<file path="src/rtl/tmds_pkg.sv">
// Shared TMDS receive definitions: control tokens, TERC4 code table, FSM states
// and the 10b->8b video symbol decode.
package tmds_pkg;

    typedef enum logic {
        SEARCH = 1'b0,
        LOCKED = 1'b1
    } state_e;

    // Indexed by the 2-bit control code {c1,c0} the token carries.
    localparam logic [9:0] CTRL_TOKEN [4] = '{
        10'b1101010100,
        10'b0010101011,
        10'b0101010100,
        10'b1010101011
    };

    // Indexed by the decoded TERC4 nibble.
    localparam logic [9:0] TERC4_CODE [16] = '{
        10'b1010011100, 10'b1001100011, 10'b1011100100, 10'b1011100010,
        10'b0101110001, 10'b0100011110, 10'b0110001110, 10'b0100111100,
        10'b1011001100, 10'b0100111001, 10'b0110011100, 10'b1011000110,
        10'b1010001110, 10'b1001110001, 10'b0101100011, 10'b1011000011
    };

    function automatic logic [7:0] tmds_decode_video(input logic [9:0] q);
        logic [7:0] d;
        logic [7:0] v;
        d    = q[9] ? ~q[7:0] : q[7:0];
        v[0] = d[0];
        for (int i = 1; i < 8; i++) begin
            v[i] = q[8] ? (d[i] ^ d[i-1]) : ~(d[i] ^ d[i-1]);
        end
        return v;
    endfunction

endpackage

</file>
<file path="src/rtl/tmds_channel_decoder_aligner.sv">
// Word aligner: forms a 10-bit symbol window from the current and previous
// deserializer words at the selected bit offset, and advances that offset on slip.
module tmds_word_aligner (
    input  logic        clk_pixel,
    input  logic        rst_n,
    input  logic [9:0]  i_sym,
    input  logic        i_slip,
    output logic [9:0]  o_win,
    output logic [3:0]  o_bit_offset,
    output logic [15:0] o_slip_cnt
);

    logic [9:0]  r_prev;
    logic [9:0]  r_win;
    logic [3:0]  r_offset;
    logic [15:0] r_slip_cnt;
    logic [19:0] w_pair;
    logic [19:0] w_shift;

    // Bit 0 is earliest, so the older word sits in the low half of the pair.
    assign w_pair  = {i_sym, r_prev};
    assign w_shift = w_pair >> r_offset;

    always_ff @(posedge clk_pixel or negedge rst_n) begin
        if (!rst_n) begin
            r_prev     <= '0;
            r_win      <= '0;
            r_offset   <= '0;
            r_slip_cnt <= '0;
        end else begin
            r_prev <= i_sym;
            r_win  <= w_shift[9:0];
            if (i_slip) begin
                r_offset <= (r_offset == 4'd9) ? 4'd0 : r_offset + 4'd1;
                if (r_slip_cnt != 16'hFFFF) begin
                    r_slip_cnt <= r_slip_cnt + 16'd1;
                end
            end
        end
    end

    assign o_win        = r_win;
    assign o_bit_offset = r_offset;
    assign o_slip_cnt   = r_slip_cnt;

endmodule

</file>
<file path="src/rtl/tmds_channel_decoder.sv">
// TMDS channel decoder: bit-slip alignment on control-token runs, then
// video/control decode. Optional TERC4 decode under TMDS_TERC4_DECODE_EN.
module tmds_channel_decoder
    import tmds_pkg::*;
#(
    parameter int CTRL_RUN       = 12,
    parameter int SEARCH_TIMEOUT = 2048,
    parameter int LOCK_TIMEOUT   = 2048
) (
    input  logic        clk_pixel,
    input  logic        rst_n,
    input  logic [9:0]  sym_in,
    output logic [7:0]  data,
    output logic [1:0]  ctrl,
    output logic        de,
    output logic        ctrl_valid,
    output logic        locked,
    output logic [3:0]  bit_offset,
`ifdef TMDS_TERC4_DECODE_EN
    output logic [3:0]  terc4,
    output logic        terc4_valid,
`endif
    output logic [15:0] slip_cnt
);

    localparam int TMR_W = $clog2((SEARCH_TIMEOUT > LOCK_TIMEOUT) ? SEARCH_TIMEOUT : LOCK_TIMEOUT);
    localparam int RUN_W = $clog2(CTRL_RUN + 1);
    localparam logic [TMR_W-1:0] SEARCH_LAST = TMR_W'(SEARCH_TIMEOUT - 1);
    localparam logic [TMR_W-1:0] LOCK_LAST   = TMR_W'(LOCK_TIMEOUT - 1);
    localparam logic [RUN_W-1:0] RUN_FULL    = RUN_W'(CTRL_RUN);

    state_e           r_state;
    logic [TMR_W-1:0] r_tmr;
    logic [RUN_W-1:0] r_run_cnt;
    logic             r_slip_d;
    logic [7:0]       r_data;
    logic [1:0]       r_ctrl;
    logic             r_de;
    logic             r_ctrl_valid;
    logic [9:0]       w_win;
    logic             w_is_tok;
    logic [1:0]       w_tok_code;
    logic             w_run_full;
    logic             w_slip;

    tmds_word_aligner u_aligner (
        .clk_pixel    (clk_pixel),
        .rst_n        (rst_n),
        .i_sym        (sym_in),
        .i_slip       (w_slip),
        .o_win        (w_win),
        .o_bit_offset (bit_offset),
        .o_slip_cnt   (slip_cnt)
    );

    always_comb begin
        w_is_tok   = 1'b0;
        w_tok_code = 2'b00;
        for (int i = 0; i < 4; i++) begin
            if (w_win == CTRL_TOKEN[i]) begin
                w_is_tok   = 1'b1;
                w_tok_code = 2'(i);
            end
        end
    end

    assign w_run_full = (r_run_cnt == RUN_FULL);
    assign w_slip     = (r_state == SEARCH) && !w_run_full && (r_tmr == SEARCH_LAST);

    // The window registered on the slip edge was still cut at the old offset,
    // so r_slip_d keeps it from being counted toward the new run.
    always_ff @(posedge clk_pixel or negedge rst_n) begin
        if (!rst_n) begin
            r_state   <= SEARCH;
            r_tmr     <= '0;
            r_run_cnt <= '0;
            r_slip_d  <= 1'b0;
        end else begin
            r_slip_d <= w_slip;
            if (r_slip_d || !w_is_tok) begin
                r_run_cnt <= '0;
            end else if (!w_run_full) begin
                r_run_cnt <= r_run_cnt + RUN_W'(1);
            end
            case (r_state)
                SEARCH: begin
                    if (w_run_full) begin
                        r_state <= LOCKED;
                        r_tmr   <= '0;
                    end else if (w_slip) begin
                        r_tmr     <= '0;
                        r_run_cnt <= '0;
                    end else begin
                        r_tmr <= r_tmr + TMR_W'(1);
                    end
                end
                LOCKED: begin
                    if (w_run_full) begin
                        r_tmr <= '0;
                    end else if (r_tmr == LOCK_LAST) begin
                        r_state   <= SEARCH;
                        r_tmr     <= '0;
                        r_run_cnt <= '0;
                    end else begin
                        r_tmr <= r_tmr + TMR_W'(1);
                    end
                end
                default: r_state <= SEARCH;
            endcase
        end
    end

    always_ff @(posedge clk_pixel or negedge rst_n) begin
        if (!rst_n) begin
            r_data       <= '0;
            r_ctrl       <= '0;
            r_de         <= 1'b0;
            r_ctrl_valid <= 1'b0;
        end else if (r_state == LOCKED) begin
            if (w_is_tok) begin
                r_ctrl_valid <= 1'b1;
                r_de         <= 1'b0;
                r_ctrl       <= w_tok_code;
            end else begin
                r_ctrl_valid <= 1'b0;
                r_de         <= 1'b1;
                r_data       <= tmds_decode_video(w_win);
            end
        end else begin
            r_data       <= '0;
            r_ctrl       <= '0;
            r_de         <= 1'b0;
            r_ctrl_valid <= 1'b0;
        end
    end

`ifdef TMDS_TERC4_DECODE_EN
    logic       w_is_terc4;
    logic [3:0] w_terc4_code;
    logic [3:0] r_terc4;
    logic       r_terc4_valid;

    always_comb begin
        w_is_terc4   = 1'b0;
        w_terc4_code = 4'h0;
        for (int i = 0; i < 16; i++) begin
            if (w_win == TERC4_CODE[i]) begin
                w_is_terc4   = 1'b1;
                w_terc4_code = 4'(i);
            end
        end
    end

    always_ff @(posedge clk_pixel or negedge rst_n) begin
        if (!rst_n) begin
            r_terc4       <= '0;
            r_terc4_valid <= 1'b0;
        end else begin
            r_terc4_valid <= (r_state == LOCKED) && w_is_terc4;
            if ((r_state == LOCKED) && w_is_terc4) begin
                r_terc4 <= w_terc4_code;
            end
        end
    end

    assign terc4       = r_terc4;
    assign terc4_valid = r_terc4_valid;
`endif

    assign data       = r_data;
    assign ctrl       = r_ctrl;
    assign de         = r_de;
    assign ctrl_valid = r_ctrl_valid;
    assign locked     = (r_state == LOCKED);

endmodule
</file>
<file path="config.mk">
export PLATFORM = sky130hd
export DESIGN_NAME = tmds_channel_decoder
export DESIGN_NICKNAME = d
export VERILOG_FILES = /design/src/rtl/tmds_pkg.sv /design/src/rtl/tmds_channel_decoder_aligner.sv /design/src/rtl/tmds_channel_decoder.sv
export SDC_FILE = /design/constraint.sdc
export NUM_CORES = 1
export LEC_CHECK = 0
export CELL_PAD_IN_SITES_DETAIL_PLACEMENT = 0
export CELL_PAD_IN_SITES_GLOBAL_PLACEMENT = 1
export CORE_UTILIZATION = 47
export DETAILED_ROUTE_END_ITERATION = 12
export PLACE_DENSITY_LB_ADDON = 0.25
export SYNTH_ARGS = -nofsm -noshare
export SYNTH_HDL_FRONTEND = slang
export SYNTH_SLANG_ARGS = --single-unit
</file>
<file path="constraint.sdc">
create_clock -name clk_pixel -period 3.2 [get_ports clk_pixel]
set_clock_uncertainty 0.05 [all_clocks]
set_input_delay 0.48 -clock clk_pixel [delete_from_list [all_inputs] [get_ports clk_pixel]]
set_output_delay 0.48 -clock clk_pixel [all_outputs]
set_load 0.03 [all_outputs]
</file>
Word-level counts from Yosys, hierarchy flattened
Cells that the tools add are included.
- input port bits: 12
- register bits after elaboration: 69
- output and inout port bits: 33
- word-level logic and storage cells: 89
- bitwise gates (word level): 16
- shift operators: 1
- mux-type cells: 40
- reduce and logical (&&, ||, !) cells: 6
- equal/unequal tests: 10
- $add $sub $neg: 4
- operators with widths (operator ; number):
    11-bit two-way mux ; 4
    4-bit two-way mux ; 7
    8-bit two-way mux ; 3
    11-bit one-hot mux with 2 select lines ; 1
    10-bit == test (second input constant) ; 2
    20-bit by 4-bit >> shifter with 10-bit output ; 1
    1-bit two-way mux ; 19
    16-bit by 1-bit adder with 16-bit output (second input constant) ; 1
    16-bit != test (second input constant) ; 1
    11-bit by 1-bit adder with 11-bit output (second input constant) ; 1
    11-bit == test (second input constant) ; 1
    10-bit by 8-bit == test with 1-bit output (second input constant) ; 1
    10-bit by 9-bit == test with 1-bit output (second input constant) ; 1
    4-bit by 1-bit adder with 4-bit output (second input constant) ; 2
    4-bit == test (second input constant) ; 2
    2-bit two-way mux ; 4
    1-bit NOT ; 8
    8-bit NOT ; 1
    4-bit one-hot mux with 2 select lines ; 1
    1-bit bitwise XOR ; 7
    1-bit logical AND ; 2
    1-bit zero test ; 2
    2-bit by 1-bit != test with 1-bit output (second input constant) ; 1
    2-bit != test (second input constant) ; 1
    other kinds (3) ; 3

Depth between registers and ports, before layout
- word-level depth: 11
- depth in mapped cells: 9
- depth with buffers taken out: 7

Modules after synthesis
A second synthesis with hierarchy kept.
- cell total of the unflattened synthesis: 320
- area total of the unflattened synthesis: 3549.7 um^2
- by module, submodules not included (module ; times used ; area each (um^2) ; seq. area each (um^2) ; cells an instance):
    tmds_word_aligner ; 1 ; 2092.0 ; 1001.0 ; 179
    tmds_channel_decoder ; 1 ; 1457.6 ; 725.7 ; 141

Least setup slack after synthesis
OpenSTA, ideal clock, no wires.
- kind: register -> register
- start: register u_aligner.r_offset[1], in the netlist u_aligner.o_bit_offset[1]
- end: register u_aligner.r_win[3], in the netlist u_aligner.o_win[3]
- data required time: 3.012 ns
- stages on the path, launching flop included: 6
- slack: 1.118 ns
- period minus slack after synthesis: 2.082 ns
- buffers on the path: 3
- data arrival time: 1.894 ns
- path through: dfrtp_1 buf_2 buf_4 buf_2 mux4_2 mux4_2
- cells in the longest elaborated chain, start to end: 1
- ends and longest elaborated chain (element ; RTL line ; text):
    start, declared ; tmds_channel_decoder_aligner.sv:15 ; logic [3:0] r_offset;
    start signal, assigned ; tmds_channel_decoder_aligner.sv:34 ; r_offset <= (r_offset == 4'd9) ? 4'd0 : r_offset + 4'd1;
    20-bit by 4-bit >> shifter with 10-bit output ; tmds_channel_decoder_aligner.sv:22 ; assign w_shift = w_pair >> r_offset;
    via u_aligner.w_shift[3] ; tmds_channel_decoder_aligner.sv:18 ; logic [19:0] w_shift;
    end signal, assigned ; tmds_channel_decoder_aligner.sv:32 ; r_win <= w_shift[9:0];
    end, declared ; tmds_channel_decoder_aligner.sv:14 ; logic [9:0] r_win;
The timed path passes the listed nets, and every way through them passes these cells.
A chain may end at the register's enable or synchronous reset.

Final worst setup path
- start: register u_aligner.r_offset[1], in the netlist u_aligner.o_bit_offset[1]
- end: output bit_offset[1]
- RTL lines (element ; RTL line ; text):
    end, declared ; tmds_channel_decoder.sv:18 ; output logic [3:0] bit_offset,
No word-level cell between the ends.

==> results.md <==
- Ys async rst share: 100%
- Fin crit share: 85.0%
- Critical path cell sequence: clkdlybuf4s50_1
- DR vias: 2512
- Row count: 31
- Final ANT Viol Nets: 0
- Yosys Warn Count: 0
- Hold buffer count at CTS: 0
- Synth Flop Type: dfrtp_1
- Worst path arrival time: 2190 ps
- Post-CTS sizing: 0
- Wire per inst: 15.2 um
- Slew at the pin with the worst max-slew slack: 1030 ps
- Delay-heaviest family, CP: flip-flops
- Lkg Pwr: 1.79 nW
- Min-Delay Path Class: in -> async
- DRC Markers: 0
- CTS sink count: 69
- Initial antenna violation count: 0
- Number of max-cap violations: 0
- Vias per std cell: 5.43
- Post-CTS Setup Bufs: 0
- Buffers on Ports: 44
- Post-Syn Area: 3550 um^2
- Vias in the first global route: 2273
- VDD IR max: 249 uV
- Layout cells sized above 1: 11.8%
- DP Wirelength: 5050 um
- Synth cell count leaders: 69 x dfrtp_1, 31 x nor2_1, 23 x xnor2_1, 19 x nand2_1
- CORE AREA: 7290 um^2
- Synth Instances: 317
- Area Growth Syn to Fin: 20.4%
- Setup Viol. Count Final: 0
- Synth area leader: dfrtp_1
- CTS buffer count: 9
- Critical Path Start Type: register
- Final hold violations: 0
- Syn Area/Cell: 11.2 um^2
- Seq cells post-synth: 69
- Worst-Skew Late Latency: 340 ps
- Global-route wire length before repair: 11600 um
- Worst-path maximum fanout: 26
- CTS tree: yes
- Status: completed
- Final #Nets: 376
- DR pass1 iterations: 4
- Flop2flop setup slack: 870 ps
- WL final: 7050 um
- Iter 0 DRT Violations: 80
- Max-Slew Margin vs Limit: 31.2%
- Top-count cell post-synth: dfrtp_1
- Placed insts: 448
- Root buffer cell: clkbuf_8
- Crit path largest cell delay: 1020 ps
- Layout Cells excl Fill: 463
- Die area: 7910 um^2
- Pin count of the biggest net entering global routing: 28
- Pre-CTS setup slack: 842 ps
- Placer congestion estimate: 0.828
- Die Height: 89.0 um
- Setup CP Type: reg -> out
- Final Cell Area: 4280 um^2
- Setup TNS Final: 0 ps
- Post-synthesis sequential area ratio: 48.6%
- GRT overflow: 0
- Syn nets: 333
- CTS max path bufs: 2
- Die span in x: 89.0 um
- Cell variety after synth: 43
- Initial Utilization: 48.7%
- Global router's overall resource usage: 19.7%
- # IOs: 45
- Fmax: 367 MHz
- DP Area: 4070 um^2
- Largest cells by area after synthesis: dfrtp_1 49%, mux4_2 6.3%, xnor2_1 5.7%
- Max-slew violation count: 0
- Final worst slack: 479 ps
- Crit path from: u_aligner.o_bit_offset[1]
- Crit path capture type: primary output
- EDFF count, synth: 0
- Ant diodes: 0
- Worst hold slack: 32.1 ps
- Critical path required time: 2670 ps
- R2R depth: 6
- CP max stage cell: dfrtp_1
- RSZ-0062 raised after global routing: false
- H-Tree Depth: 3
- CTS clk-pin slew, worst paths: 80 ps
- Final Critical Period: 2720 ps
- WP buf/inv: 1
- Critical Path Stages: 1
- Worst R2R Start: r_run_cnt[0]
- Share of the synthesized area in the top cell type: 48.6%
- Power Dens Cells: 415 nW/um^2
[routing by layer]
layer / up-vias / track usage, % / part of all wire, %
met2: 61 / 28.3 / 45
met1: 1235 / 29.4 / 49
met3: 2 / 5.26 / 5.2
met5: - / 0 / 0
li1: 1214 / - / -
met4: 0 / 6.06 / 0.50
[per-stage QoR]
| step | util (%) | power (mW) |
|---|---|---|
| floorplan | - | 0.960 |
| global placement | 55.7 | 1.01 |
| global route | 58.7 | 1.85 |
| CTS | 58.7 | 1.80 |
| detailed placement | 55.7 | 1.01 |
| finish | 58.7 | 1.78 |
[cells in the final DEF, fill, tap and decap left out, types with 3 or more instances in the layout]
cell,n
mux2i_1,16
mux2_2,4
mux4_2,10
nor2b_1,4
inv_1,8
and2_1,8
clkbuf_8,10
buf_4,3
xnor2_1,23
and3_1,4
clkdlybuf4s50_1,43
nor3_1,4
nand2_1,19
nand3_1,16
nand4_1,8
nor2_1,31
a211oi_1,7
nor4_2,3
dfrtp_1,69
ha_1,4
a21oi_1,13
o21ai_0,5
a22o_1,9
xor2_1,16
[where the power goes]
part           switching [mW]  total (mW)  internal (mW)
Combinational          0.0479      0.0931         0.0452
Sequential             0.0132       0.898          0.884
Clock                   0.330       0.785          0.455
Total                   0.391        1.78           1.38
[state kept, by name, indices dropped and copies added, names as in the netlist, 2 cells and up]
name	flops
ctrl	2
u_aligner.r_prev	10
u_aligner.o_win	10
r_run_cnt	4
u_aligner.o_slip_cnt	16
data	8
r_tmr	11
u_aligner.o_bit_offset	4
[cell families (layout without fill, tap and decap cells)]
group | count (synthesis) | count (layout) | share of synthesized area (%)
flops | 69 | 69 | 48.6
fa+ha+maj | 4 | 4 | 1.41
buf+inv | 24 | 71 | 2.92
xor+xnor | 39 | 39 | 9.61
compound gates | 40 | 40 | 7.92
simple gates | 111 | 111 | 17.4
mux | 30 | 30 | 12.1
[final cells by class]
class	instances	area (um^2)
Clock inverter	4	72.6
Clock buffer	11	141
Tap cell	99	124
Inverter	9	33.8
Sequential cell	69	1730
Fill cell	661	3010
Timing Repair Buffer	47	458
Multi-Input combinational cell	224	1720
[final timing paths]
check / endpoint
min in group clk_pixel: r_run_cnt[0]
hold reg to reg: r_run_cnt[0]
setup reg to reg: u_aligner.o_slip_cnt[1]
max in group asynchronous: u_aligner.o_bit_offset[2]
setup / recovery: bit_offset[1]
hold / removal: r_tmr[9]
No activity file was read; power rests on OpenSTA's default activity.
